## config.mk

```make
export PLATFORM = sky130hd
export DESIGN_NAME = oscillator_bin_sequencer
export DESIGN_NICKNAME = d
export VERILOG_FILES = /design/src/rtl/oscillator_bin_sequencer_pkg.sv /design/src/rtl/oscillator_bin_sequencer.sv
export SDC_FILE = /design/constraint.sdc
export NUM_CORES = 1
export LEC_CHECK = 0
export ABC_CLOCK_PERIOD_IN_PS = 2100
export BUFFER_PORTS_ARGS = -buffer_cell sky130_fd_sc_hd__buf_2
export CAP_MARGIN = 25
export CORE_MARGIN = 2
export CORE_UTILIZATION = 49
export CTS_BUF_LIST = sky130_fd_sc_hd__clkbuf_8 sky130_fd_sc_hd__clkbuf_16
export CTS_CLUSTER_DIAMETER = 80
export DETAILED_ROUTE_END_ITERATION = 12
export PLACE_DENSITY_LB_ADDON = 0.12
export SYNTH_ARGS = -nofsm -noshare
export SYNTH_HDL_FRONTEND = slang
export SYNTH_SLANG_ARGS = --single-unit
```

## constraint.sdc

```tcl
create_clock -name clk_i -period 2.1 [get_ports clk_i]
set_clock_uncertainty 0.2 [all_clocks]
set_input_delay 0.42 -clock clk_i [delete_from_list [all_inputs] [get_ports clk_i]]
set_output_delay 0.42 -clock clk_i [all_outputs]
set_load 0.05 [all_outputs]
```

## src/rtl/oscillator_bin_sequencer_pkg.sv

```systemverilog
// Frequency machine shared package.
// Provides the sweep FSM state encoding, the fixed sweep overhead in cycles
// (DRAIN + SAVE beyond one cycle per bin), and the compression word width.
package oscillator_bin_sequencer_pkg;

  typedef enum logic [1:0] {
    IDLE  = 2'd0,
    SWEEP = 2'd1,
    DRAIN = 2'd2,
    SAVE  = 2'd3
  } seq_state_e;

  localparam int unsigned SWEEP_OVERHEAD = 2;
  localparam int unsigned COMP_W         = 12;

endpackage

```

## src/rtl/oscillator_bin_sequencer.sv

```systemverilog
// Oscillator bin sequencer: once per accepted sample tick, sweeps bin indices
// 0..N_BINS-1 through an external synchronous gain RAM and presents aligned
// freq_number/gain/accumulate strobes to the shared accumulator, then issues
// one save pulse and advances the frame counter.
//
// Ports:
//   clk_i            system clock
//   srst_n_i         synchronous active-low reset
//   sample_tick_i    one-cycle strobe per audio sample
//   compression_i    compression coefficient, latched on tick acceptance
//   gain_rd_addr_o   gain RAM read address (bin index being issued)
//   gain_rd_data_i   gain RAM data, valid one cycle after the address
//   accumulate_o     accumulator add strobe
//   save_o           end-of-sweep strobe
//   freq_number_o    bin index aligned with accumulate_o
//   frame_counter_o  frame counter, constant during a sweep, wraps mod 2**FCW
//   freq_gain_o      gain aligned with accumulate_o
//   compression_o    compression value latched for the current sweep
//   busy_o           sweep in progress
//   overrun_o        sticky: tick arrived while busy
//
// Optional feature macro: OSC_SEQ_SKIP_ZERO_GAIN_EN
//   When defined, accumulate_o is suppressed for bins whose gain is zero;
//   sweep timing and save position are unchanged.
module oscillator_bin_sequencer
  import oscillator_bin_sequencer_pkg::*;
#(
  parameter int unsigned AW     = 10,
  parameter int unsigned FCW    = 10,
  parameter int unsigned DW     = 18,
  parameter int unsigned N_BINS = 512
) (
  input  logic              clk_i,
  input  logic              srst_n_i,
  input  logic              sample_tick_i,
  input  logic [COMP_W-1:0] compression_i,
  output logic [AW-1:0]     gain_rd_addr_o,
  input  logic [DW-1:0]     gain_rd_data_i,
  output logic              accumulate_o,
  output logic              save_o,
  output logic [AW-1:0]     freq_number_o,
  output logic [FCW-1:0]    frame_counter_o,
  output logic [DW-1:0]     freq_gain_o,
  output logic [COMP_W-1:0] compression_o,
  output logic              busy_o,
  output logic              overrun_o
);

  localparam logic [AW-1:0] LAST_BIN = AW'(N_BINS - 1);

  seq_state_e        state_q, state_d;
  logic [AW-1:0]     addr_q;
  logic              valid_q;
  logic [AW-1:0]     num_q;
  logic [DW-1:0]     gain_hold_q;
  logic [FCW-1:0]    frame_q;
  logic [COMP_W-1:0] comp_q;
  logic              overrun_q;

  always_comb begin
    state_d = state_q;
    unique case (state_q)
      IDLE:    if (sample_tick_i) state_d = SWEEP;
      SWEEP:   if (addr_q == LAST_BIN) state_d = DRAIN;
      DRAIN:   state_d = SAVE;
      SAVE:    state_d = IDLE;
      default: state_d = IDLE;
    endcase
  end

  always_ff @(posedge clk_i) begin
    if (!srst_n_i) begin
      state_q     <= IDLE;
      addr_q      <= '0;
      valid_q     <= 1'b0;
      num_q       <= '0;
      gain_hold_q <= '0;
      frame_q     <= '0;
      comp_q      <= '0;
      overrun_q   <= 1'b0;
    end else begin
      state_q <= state_d;
      // One-stage delay of the address/valid pair lines up with RAM latency.
      valid_q <= (state_q == SWEEP);
      if (state_q == SWEEP) num_q <= addr_q;
      if (valid_q) gain_hold_q <= gain_rd_data_i;
      unique case (state_q)
        IDLE: if (sample_tick_i) begin
          addr_q <= '0;
          comp_q <= compression_i;
        end
        SWEEP: if (addr_q != LAST_BIN) addr_q <= addr_q + 1'b1;
        SAVE:  frame_q <= frame_q + 1'b1;
        default: ;
      endcase
      if (sample_tick_i && (state_q != IDLE)) overrun_q <= 1'b1;
    end
  end

  // The RAM's output register is the alignment stage for the gain, so the
  // data is passed straight through on accumulate cycles and held otherwise.
  always_comb begin
    freq_gain_o = valid_q ? gain_rd_data_i : gain_hold_q;
`ifdef OSC_SEQ_SKIP_ZERO_GAIN_EN
    accumulate_o = valid_q && (gain_rd_data_i != '0);
`else
    accumulate_o = valid_q;
`endif
  end

  assign gain_rd_addr_o  = addr_q;
  assign freq_number_o   = num_q;
  assign frame_counter_o = frame_q;
  assign compression_o   = comp_q;
  assign busy_o          = (state_q != IDLE);
  assign save_o          = (state_q == SAVE);
  assign overrun_o       = overrun_q;

endmodule

```

Word-level counts from Yosys, hierarchy flattened:

Cells that the tools add are included.

* add/subtract/negate cells: 2
* equality and inequality tests: 8
* muxes and demuxes: 7
* reduce and logical (&&, ||, !) cells: 7

Operator list (count)
* $add 10x1->10 const B: 2
* $mux 10: 2
* $pmux 10 s2: 1
* $mux 18: 1
* $eq 10x9->1 const B: 1
* $ne 10x9->1 const B: 1
* $pmux 2 s4: 1
* $eq 2x2->1 const B: 2
* $mux 2: 2
* $ne 2x2->1 const B: 2
* $reduce_and 2->1: 2
* $reduce_bool 2->1: 2
* $reduce_and 3->1: 1
* $eq 2x1->1 const B: 1
* $logic_not 2->1: 1
* $ne 2x1->1 const B: 1
* $logic_and 1x1->1: 1

* bits in registers: 64
* output and inout bits: 64

Depth between registers and ports, before layout:

* depth in word-level cells: 3
* gate-level depth with buffers: 8
* depth with buffers taken out: 7

Worst setup path before layout:

No wires, ideal clock.

* kind: reg2out
* start point: register valid_q (netlist: accumulate_o)
* end point: output freq_gain_o[10]
* arrival time: 1.600 ns
* required time: 1.480 ns
* path slack: -0.120 ns
* cell stages (with the launch flop): 4
* path buffers: 2
* cells stage by stage: dfxtp_1 > buf_2 > buf_2 > mux2_2

* longest elaborated chain between the ends: 1

RTL lines
* start: declaration: RTL line oscillator_bin_sequencer.sv:53 `logic valid_q;`
* start signal: assignment: RTL line oscillator_bin_sequencer.sv:84 `valid_q <= (state_q == SWEEP);`
* $mux 18
* end: declaration: RTL line oscillator_bin_sequencer.sv:43 `output logic [DW-1:0] freq_gain_o,`

Every way passes these cells.

Worst setup path in the final report:

* start point: register valid_q (netlist: accumulate_o)
* end point: output freq_gain_o[17]

The elaborated chain is that of the path after synthesis.

==> metrics.cfg <==
[job]
max-cap-violations=0

[yosys]
yosysTopAreaCellShare_pct=46.9
ys_top_cells_by_area=dfxtp_1, mux2_2, and2_1, nand2_1, mux2i_1
synth_cells=278
yosys.cell_count.top_type=dfxtp_1
ys_seq_area_share_pct=46.9
yosysUniqueCellTypes=38
synth_commonest_cells=dfxtp_1, nand2_1, and2_1, mux2_2
yosys.area.top_type=dfxtp_1
ys_ff_latch=64
async_flop_share_pct=0
synth-edff-count=0
ys.flop_type=dfxtp_1
yosysWarnings=0
synth_fp_nets=318
syn_avg_cell_area_sq_um=9.83
synthesis.area_sq_um=2730

[placement]
place.detailed.hpwl_microns=3910
gp_congestion=0.808
placed_cells=440
port_buffers=96

[sta]
worstMarginPinSlew_ps=421
finalHoldViolations=0
max_freq_mhz=490
period_minus_slack_ps=2040
fin_crit_sh_pct=97.1
final_max_slew_viol_count=0
relSlewSlack_pct=72.0
setup_viol=0
rsz0062_at_grt=false
setup_tns_ps=0

[pwr]
p_leak_uw=0.00169
internal_power_uw=2440
powerDensity_nw_per_um2=1130
ir_worst_vdd_mv=0.853
pwr-share-seq_pct=35.7
power_frac_comb_pct=38.2
power.switching_uw=1550
swShare_pct=38.7
pwr-share-clk_pct=26.1

[global_routing]
antenna_found_initial=0
grt_pass1_vias=1999
grt_max_degree=53
grt_first_pass_wirelength_microns=9030
grt_usage_pct=18.5
grt_overflow=0

[clock_tree]
cts_hold_buf=0
clockRootBuffer=clkbuf_8
cts.sinks=64
cts_made_buffers=9
post_cts_buffers=0
worstSkewPairLatency_ps=330
clk_pin_slew_ps=70
cts.path.max_buffers=2
cts_tree=built
htree_num_levels=3

[drt]
vias=2255
drc=0
met3_length_microns=390
ant_nets=0
firstDrtPassIters=4
wl_met1_microns=2670
routed_via_density=4.95
dr.max_layer_used=met4
wl_met2_microns=2530
postRouteWirelength_microns=5700
drtIter0Drc=92
wl_per_cell_microns=12.5

[floorplan]
die_h_microns=78.7
core-area_sq_um=5440
fp.dieArea_sq_um=6190
initial_utilization_pct=50.3
die_w_microns=78.7
pin_count=97
rows=27

[min_path]
hp-class=in -> reg

[critical_path]
path_buf_inv=1
cp_cell_sequence=mux2_2 -> buf_2
worstPathArrival_ps=1420
cp.required_ps=1480
end_kind=primary output
critical-path-top-delay-family=flip-flops
critPathKind=reg -> out
critPathMaxStageDelay_ps=490
worst_setup_path_start_kind=flip-flop
critical-path-slowest-cell=dfxtp_4
cp_max_fo=19

[layout]
instances_no_fill=456
area_growth_pct=29.2
drive_gt1_share_pct=37.8
antenna_cells=0
fill_cells=481
layout.nets=419

[status]
status=finished clean

## cell type report
type | count | area (sq um) | area share [%]
well taps | 72 | 90.1 | 2.55
multi-input cells | 194 | 1370 | 38.9
clock inverters | 5 | 47.5 | 1.35
repair buffers | 104 | 559 | 15.8
flip-flops and latches | 64 | 1290 | 36.5
inverters | 6 | 22.5 | 0.638
clock buffers | 11 | 151 | 4.29
## per-layer routing
metal	vias up	GRT usage (%)
met3	9	3.98
met5	-	0
met1	1015	23.2
met4	0	9.47
met2	79	30.1
li1	1152	-
## cell families after synthesis
group	Yosys count	share of synthesized area, %
XOR/XNOR	7	2.24
flip-flops	64	46.9
AO/OA/AOI/OAI	36	10.3
buffers and inverters	20	3.20
multiplexers	33	13.0
adder cells (fa/ha/maj)	7	3.20
AND/OR/NAND/NOR	111	21.3
## registers in the layout, indices dropped and copies added, names as in the netlist
register	cells
freq_number_o	10
gain_hold_q	18
compression_o	12
frame_counter_o	10
overrun_o	1
gain_rd_addr_o	10
state_q	2
accumulate_o	1
## path summary, 6_finish.rpt
path                     start                end  slack (ps)  cells past startpoint
max               accumulate_o    freq_gain_o[17]          60                      2
min          compression_i[10]  compression_o[10]         130                      3
max reg2reg         state_q[0]  gain_rd_addr_o[3]         170                      7
min reg2reg  compression_o[10]  compression_o[10]         260                      2
## cells in the final DEF, fill, tap and decap left out, types with 3 or more instances in the layout
master and count:
nand2_1 41, mux2i_1 13, nor2b_1 14, ha_1 5, mux2_2 19, o21ai_0 6, buf_4 7, buf_2 95
and2_1 25, nand4_1 4, clkbuf_8 11, inv_1 8, a21oi_1 3, xnor2_1 6, a21boi_0 14, nand3_1 8
and3_1 6, dfxtp_1 61, nor3_1 5
## power by group through the flow
stage / sequential (uW) / clock (uW) / combinational, uW
after detailed placement: 1450 / 0 / 1490
final: 1420 / 1040 / 1530
after global routing: 1440 / 1110 / 1630
after global placement: 1440 / 0 / 1470
after CTS: 1430 / 1070 / 1500
after floorplan: 1640 / 0 / 964
## worst register-to-register path, stage by stage, from the launching register on
cell and delay (ps):
dfxtp_1 380, inv_1 100, ha_2 230, mux2i_2 190, a41oi_4 210, buf_4 170, nand2_1 70, o32ai_1 280
## timing repair
item	4_1_cts	5_1_grt
cloned	0	0
endpoints found under the setup margin	19	2
endpoints found under the hold margin	0	0
resized for setup	2	4
## stage by stage
step | setup slack, ps | hold WS [ps] | cell area [sq um] | power (uW) | util, %
after floorplan | 55.6 | 268 | 2740 | 2600 | -
after global routing | 8.42 | 143 | 3530 | 4180 | 64.9
final | 60.6 | 130 | 3530 | 3990 | 64.9
after global placement | 220 | 247 | 3320 | 2920 | 61.0
after detailed placement | 121 | 253 | 3320 | 2940 | 61.0
after CTS | 42.0 | 119 | 3520 | 4000 | 64.7
Note: power is estimated with default switching activity, not from simulation.
